## config.mk

```make
export PLATFORM = sky130hd
export DESIGN_NAME = fifo_level_monitor
export DESIGN_NICKNAME = d
export VERILOG_FILES = /design/src/rtl/fifo_level_monitor_pkg.sv /design/src/rtl/fifo_level_monitor_hyst.sv /design/src/rtl/fifo_level_monitor.sv
export SDC_FILE = /design/constraint.sdc
export NUM_CORES = 1
export LEC_CHECK = 0
export CAP_MARGIN = 15
export CORE_ASPECT_RATIO = 0.75
export CORE_MARGIN = 8
export CORE_UTILIZATION = 57
export CTS_BUF_LIST = sky130_fd_sc_hd__clkbuf_4 sky130_fd_sc_hd__clkbuf_8 sky130_fd_sc_hd__clkbuf_16
export CTS_CLUSTER_SIZE = 30
export DETAILED_ROUTE_END_ITERATION = 16
export PLACE_DENSITY = 0.81
export SYNTH_ARGS = -nofsm -noshare
export SYNTH_HDL_FRONTEND = slang
export SYNTH_SLANG_ARGS = --single-unit
```

## constraint.sdc

```tcl
create_clock -name clk -period 2.37 [get_ports clk]
set_input_delay 0.474 -clock clk [delete_from_list [all_inputs] [get_ports clk]]
set_output_delay 0.474 -clock clk [all_outputs]
set_load 0.02 [all_outputs]
```

## src/rtl/fifo_level_monitor_pkg.sv

```systemverilog
// Shared constants for the FIFO level monitor: threshold-select encodings
// and the default hysteresis thresholds.
package fifo_level_monitor_pkg;

  typedef enum logic [1:0] {
    CFG_FULL_HI = 2'd0,
    CFG_FULL_LO = 2'd1,
    CFG_RDY_HI  = 2'd2,
    CFG_RDY_LO  = 2'd3
  } cfg_sel_e;

  localparam int FULL_HI_DEF = 120;
  localparam int FULL_LO_DEF = 100;
  localparam int RDY_HI_DEF  = 10;
  localparam int RDY_LO_DEF  = 4;

endpackage

```

## src/rtl/fifo_level_monitor_hyst.sv

```systemverilog
// Single hysteresis flag: sets above hi, clears below lo, otherwise holds.
// flag_nxt is exported so the parent can register reductions in the same cycle.
module level_hyst_flag #(
  parameter int LVL_W = 8
) (
  input  logic             clk,
  input  logic             reset_n,
  input  logic [LVL_W-1:0] lvl,
  input  logic [LVL_W-1:0] hi,
  input  logic [LVL_W-1:0] lo,
  output logic             flag,
  output logic             flag_nxt
);

  // Set is tested first so a misprogrammed lo > hi still gives a defined flag.
  always_comb begin
    flag_nxt = flag;
    if (lvl > hi)      flag_nxt = 1'b1;
    else if (lvl < lo) flag_nxt = 1'b0;
  end

  always_ff @(posedge clk or negedge reset_n) begin
    if (!reset_n) flag <= 1'b0;
    else          flag <= flag_nxt;
  end

endmodule

```

## src/rtl/fifo_level_monitor.sv

```systemverilog
// Multi-channel FIFO level monitor: registers occupancy, derives full/ready
// flags with programmable hysteresis, and tracks per-channel peak occupancy.
module fifo_level_monitor
  import fifo_level_monitor_pkg::*;
#(
  parameter int NUM_CH      = 4,   // 1..16
  parameter int LVL_W       = 8,
  parameter int FULL_HI_RST = FULL_HI_DEF,
  parameter int FULL_LO_RST = FULL_LO_DEF,
  parameter int RDY_HI_RST  = RDY_HI_DEF,
  parameter int RDY_LO_RST  = RDY_LO_DEF
) (
  input  logic                    clk,
  input  logic                    reset_n,
  input  logic [NUM_CH*LVL_W-1:0] fifo_num,
  input  logic                    cfg_we,
  input  logic [1:0]              cfg_sel,
  input  logic [LVL_W-1:0]        cfg_wdata,
  input  logic                    peak_clr,
  output logic [NUM_CH-1:0]       fifo_full,
  output logic [NUM_CH-1:0]       fifo_ready,
  output logic                    any_full,
  output logic                    all_ready,
  output logic [NUM_CH*LVL_W-1:0] peak_num
);

  logic [LVL_W-1:0]  lvl_reg  [NUM_CH];
  logic [LVL_W-1:0]  peak_reg [NUM_CH];
  logic [LVL_W-1:0]  full_hi, full_lo, rdy_hi, rdy_lo;
  logic [NUM_CH-1:0] full_nxt, rdy_nxt;

  always_ff @(posedge clk or negedge reset_n) begin
    if (!reset_n) begin
      full_hi <= LVL_W'(FULL_HI_RST);
      full_lo <= LVL_W'(FULL_LO_RST);
      rdy_hi  <= LVL_W'(RDY_HI_RST);
      rdy_lo  <= LVL_W'(RDY_LO_RST);
    end else if (cfg_we) begin
      case (cfg_sel_e'(cfg_sel))
        CFG_FULL_HI: full_hi <= cfg_wdata;
        CFG_FULL_LO: full_lo <= cfg_wdata;
        CFG_RDY_HI:  rdy_hi  <= cfg_wdata;
        default:     rdy_lo  <= cfg_wdata;
      endcase
    end
  end

  for (genvar i = 0; i < NUM_CH; i++) begin : g_ch
    // Clear reloads the current level so a new maximum arriving with it is kept.
    always_ff @(posedge clk or negedge reset_n) begin
      if (!reset_n) begin
        lvl_reg[i]  <= '0;
        peak_reg[i] <= '0;
      end else begin
        lvl_reg[i] <= fifo_num[i*LVL_W +: LVL_W];
        if (peak_clr || (lvl_reg[i] > peak_reg[i])) peak_reg[i] <= lvl_reg[i];
      end
    end

    assign peak_num[i*LVL_W +: LVL_W] = peak_reg[i];

    level_hyst_flag #(.LVL_W(LVL_W)) u_full (
      .clk      (clk),
      .reset_n  (reset_n),
      .lvl      (lvl_reg[i]),
      .hi       (full_hi),
      .lo       (full_lo),
      .flag     (fifo_full[i]),
      .flag_nxt (full_nxt[i])
    );

    level_hyst_flag #(.LVL_W(LVL_W)) u_rdy (
      .clk      (clk),
      .reset_n  (reset_n),
      .lvl      (lvl_reg[i]),
      .hi       (rdy_hi),
      .lo       (rdy_lo),
      .flag     (fifo_ready[i]),
      .flag_nxt (rdy_nxt[i])
    );
  end

  // Reductions come from next-state flags so they line up with the flag outputs.
  always_ff @(posedge clk or negedge reset_n) begin
    if (!reset_n) begin
      any_full  <= 1'b0;
      all_ready <= 1'b0;
    end else begin
      any_full  <= |full_nxt;
      all_ready <= &rdy_nxt;
    end
  end

endmodule

```

==> run summary <==
Outcome - finished, final reports clean
Part of the power in combinational logic - 41.8%
Reg2reg setup slack - 50 ps
Yosys reg bits - 106
Total power of the final layout - 0.006796 W
Share of layout cells above drive strength 1 - 10.05%
Worst slew pin tran - 689.4 ps
Worst vdd ir - 0.0004341 V
Number of global-route vias before repair - 6248
Aggregate global routing overflow - 0
Via total after detailed routing - 6012
Worst R2R Start - full_hi[5]
Filler Cell Count - 890
Final setup violation count - 0
Post-synthesis sequential area ratio - 37.00%
Antenna-violating nets left - 0
Via/cell ratio - 6.375
Cell repeated most along the worst path - sky130_fd_sc_hd__o211ai_2
Final hold violation count - 0
Fraction of post-synthesis cell area in the top cell type by area - 33.35%
Net Count, Synth - 871
Register area - 2665 um^2
Wire length of the first global-routing pass - 32.95 mm
Setup CP Type - reg2reg
Final design area excluding fillers - 8712 um^2
Type of destination of the critical path - register
Pin count of the biggest net entering global routing - 35
Multi-input logic area - 4254 um^2
Pleak - 3.895 nW
Placed inst area - 8341 um^2
Signed area change from the synthesized netlist to the final layout - 20.95%
Width of the die - 145.8 um
Sink Count - 106
Maximum single-stage delay on the critical path - 550 ps
Crit path buf inv count - 2
Max Cap Viol - 0
Estimated wirelength of the detail-placed design - 15.88 mm
Routed wire length - 20.70 mm
Effective utilization at floorplan - 58.54%
Global-route usage over all layers - 25.19%
Count of H-tree levels built during CTS - 3
Portion of total power attributed to sequential cells - 36.1%
Clock tree from TritonCTS - built
DRC Markers - 0
Max Fclk - 0.4310 GHz
Number of hold-repair buffers added at the cts stage - 0
Clk pwr share - 22.1%
Sort of element at the start of the critical path - register
Most crowded layer after global routing - met2
Endpoint of the most critical register-to-register path - any_full
Post-CTS clock slew at the launch and capture registers of the worst setup and hold paths - 80 ps
Yosys synthesis warning count - 0
Data arrival time of the worst path - 2540 ps
Hold Crit Class - in2async
Syn Std Cell Area - 7203 um^2
Total negative slack - 0 ps
Setup repair after global routing missed its margin - yes
Met1 layer usage reported by global route - 31.97%
Post-synthesis instance total - 673
Weighted congestion at the end of routability-driven global placement - 0.9772
Worst-path fanout max - 4
Root buffer cell - sky130_fd_sc_hd__clkbuf_16
Core Box Area - 12310 um^2
Row count - 35
Overall die area - 16530 um^2
Internal power consumption - 0.004161 W
Switch Pwr - 0.002635 W
Mean cell area of the mapped netlist - 10.70 um^2
Switching fraction of total power - 38.77%
Total Nets Final - 969
Met3 layer usage reported by global route - 6.061%
Synth cell types - 34
Post-route clock period utilization - 97.89%
Skew final - 11.32 ps
Clock Path Buffers - 2
Slew Viols, Final - 0
Initial antenna violation count - 0
Cell with the largest stage delay on the worst path - sky130_fd_sc_hd__dfstp_2
Die Ht - 113.4 um
Drt pass-1 iters - 5
Most area-hungry cell type in the Yosys netlist - sky130_fd_sc_hd__dfrtp_1
Family of cells with the greatest summed delay on the critical path - simple AND/OR/NAND/NOR gates
Data required time of the critical path - 2590 ps
Power density over the cells - 780.0 nW/um^2
I/O pin total - 88
Number of CTS-inserted buffers - 9
Time the worst path needs with I/O delays and setup - 2320 ps
Leading post-synthesis cells by cell area - sky130_fd_sc_hd__dfrtp_1, sky130_fd_sc_hd__ha_1, sky130_fd_sc_hd__mux2_2
Max-slew headroom at the worst pin - 53.69%
Detailed router's first-iteration violation count - 430
Count of cells along the worst register-to-register path - 8
Cells along the critical path - clkinvlp_4 -> buf_12 -> ha_4 -> a211o_1 -> o211ai_2 -> and4_1 -> o211ai_2 -> or4_1
Port bufs - 87
Worst setup startpoint - full_hi[5]
Clock Latency Late Sink - 360 ps
Final core area utilization - 70.80%
Wire length per cell after detailed routing - 21.95 um
Grt met2 use - 40.68%
[worst max-delay path by stage]
| stage | to | slack (ps) | cells after the start |
|---|---|---|---|
| after floorplan | any_full | 190 | 7 |
| after global placement | any_full | 110 | 7 |
| after detailed placement | any_full | 60 | 7 |
| after CTS | any_full | 50 | 7 |
| after global routing | any_full | -30 | 8 |
| final | any_full | 50 | 8 |
[area by class of cell]
cell class,instances,share of cell area [%]
Multi-Input combinational cell,486,48.83
Sequential cell,106,30.59
Timing Repair Buffer,100,11.81
Inverter,68,2.973
Clock buffer,10,2.743
Tap cell,166,2.384
Clock inverter,6,0.6463
Antenna cell,1,0.02872
[worst register-to-register path: cells and delay by family, from the launching register on]
family                   cells  cell delay, ps
AO/OA/AOI/OAI                3             430
buffers and inverters        2             290
flip-flops                   1             550
AND/OR/NAND/NOR              2             700
adder cells (fa/ha/maj)      1             230
[layout by cell type (no fill, tap or decap), types with 6 or more instances in the layout]
cell / n
sky130_fd_sc_hd__o41ai_1: 7
sky130_fd_sc_hd__ha_1: 148
sky130_fd_sc_hd__clkdlybuf4s50_1: 86
sky130_fd_sc_hd__a211o_1: 8
sky130_fd_sc_hd__clkbuf_16: 9
sky130_fd_sc_hd__and4_1: 9
sky130_fd_sc_hd__dfrtp_1: 96
sky130_fd_sc_hd__o211ai_1: 33
sky130_fd_sc_hd__o21ai_0: 16
sky130_fd_sc_hd__inv_1: 61
sky130_fd_sc_hd__a21boi_0: 8
sky130_fd_sc_hd__buf_4: 9
sky130_fd_sc_hd__mux2_2: 25
sky130_fd_sc_hd__nand2b_1: 32
sky130_fd_sc_hd__nor2b_1: 12
sky130_fd_sc_hd__nor2_1: 8
sky130_fd_sc_hd__nand4_1: 24
sky130_fd_sc_hd__nand2_1: 27
sky130_fd_sc_hd__o32ai_1: 32
sky130_fd_sc_hd__clkinv_1: 6
sky130_fd_sc_hd__a21oi_1: 40
sky130_fd_sc_hd__a31o_1: 8
sky130_fd_sc_hd__dfstp_2: 10
sky130_fd_sc_hd__nor3_1: 17
sky130_fd_sc_hd__nand3_1: 6
[cell usage after synthesis]
cell type / instances
sky130_fd_sc_hd__o22a_1: 4
sky130_fd_sc_hd__o41ai_2: 1
sky130_fd_sc_hd__o41ai_1: 7
sky130_fd_sc_hd__nand2_1: 27
sky130_fd_sc_hd__mux2_2: 25
sky130_fd_sc_hd__a31o_1: 8
sky130_fd_sc_hd__a211o_1: 8
sky130_fd_sc_hd__o32ai_1: 32
sky130_fd_sc_hd__ha_1: 152
sky130_fd_sc_hd__nand3_1: 6
sky130_fd_sc_hd__nor3b_1: 1
sky130_fd_sc_hd__buf_1: 1
sky130_fd_sc_hd__nor4b_1: 3
sky130_fd_sc_hd__or4_1: 1
sky130_fd_sc_hd__inv_1: 62
sky130_fd_sc_hd__nor2b_1: 12
sky130_fd_sc_hd__nand3b_1: 2
sky130_fd_sc_hd__dfrtp_1: 96
sky130_fd_sc_hd__dfstp_2: 10
sky130_fd_sc_hd__o21ai_0: 16
sky130_fd_sc_hd__nor3_2: 4
sky130_fd_sc_hd__and4_1: 9
sky130_fd_sc_hd__o21ai_1: 3
sky130_fd_sc_hd__a21oi_1: 40
sky130_fd_sc_hd__a21boi_0: 8
sky130_fd_sc_hd__o211ai_2: 3
sky130_fd_sc_hd__nor3_1: 17
sky130_fd_sc_hd__o211ai_1: 33
sky130_fd_sc_hd__nand2b_1: 32
sky130_fd_sc_hd__clkinv_1: 6
sky130_fd_sc_hd__nand4_1: 24
sky130_fd_sc_hd__buf_4: 8
sky130_fd_sc_hd__clkbuf_1: 4
sky130_fd_sc_hd__nor2_1: 8
[layer usage]
layer / vias up / share of wire [%]
li1: 2753 / -
met3: 56 / 7.4
met1: 2980 / 43
met5: - / 0
met4: 0 / 3.1
met2: 223 / 46
[metrics by stage]
step | std cells | hold slack [ps] | setup WS, ps
floorplan | 673 | 178.4 | 194.2
global placement | 925 | 467.2 | 112.3
detailed placement | 925 | 483.1 | 57.03
CTS | 941 | 94.68 | 47.56
global route | 942 | 110.9 | -26.09
finish | 943 | 78.52 | 50.03
[power groups by stage]
stage                     logic [W]  clock network [W]  registers [W]
after floorplan             0.00164                  0        0.00251
after global placement      0.00262                  0        0.00246
after detailed placement    0.00277                  0        0.00247
after CTS                   0.00279            0.00153        0.00244
after global routing        0.00314            0.00159        0.00248
final                       0.00284            0.00150        0.00245
[cell families (layout without fill, tap and decap cells)]
kind of cell	after synthesis	after routing	share of synthesized area, %
buf+inv	81	184	4.638
other cells	0	1	0
mux	25	25	3.908
compound gates	163	163	16.29
fa+ha+maj	152	152	26.40
flops	106	106	37.00
simple gates	146	146	11.76
[what timing repair did]
item / in CTS / in global routing
gates resized for setup: 0 / 5
endpoints found under the hold margin: 0 / 0
setup endpoints to repair: 0 / 1
buffers inserted: 0 / 1
Note: power is estimated with default switching activity, not from simulation.
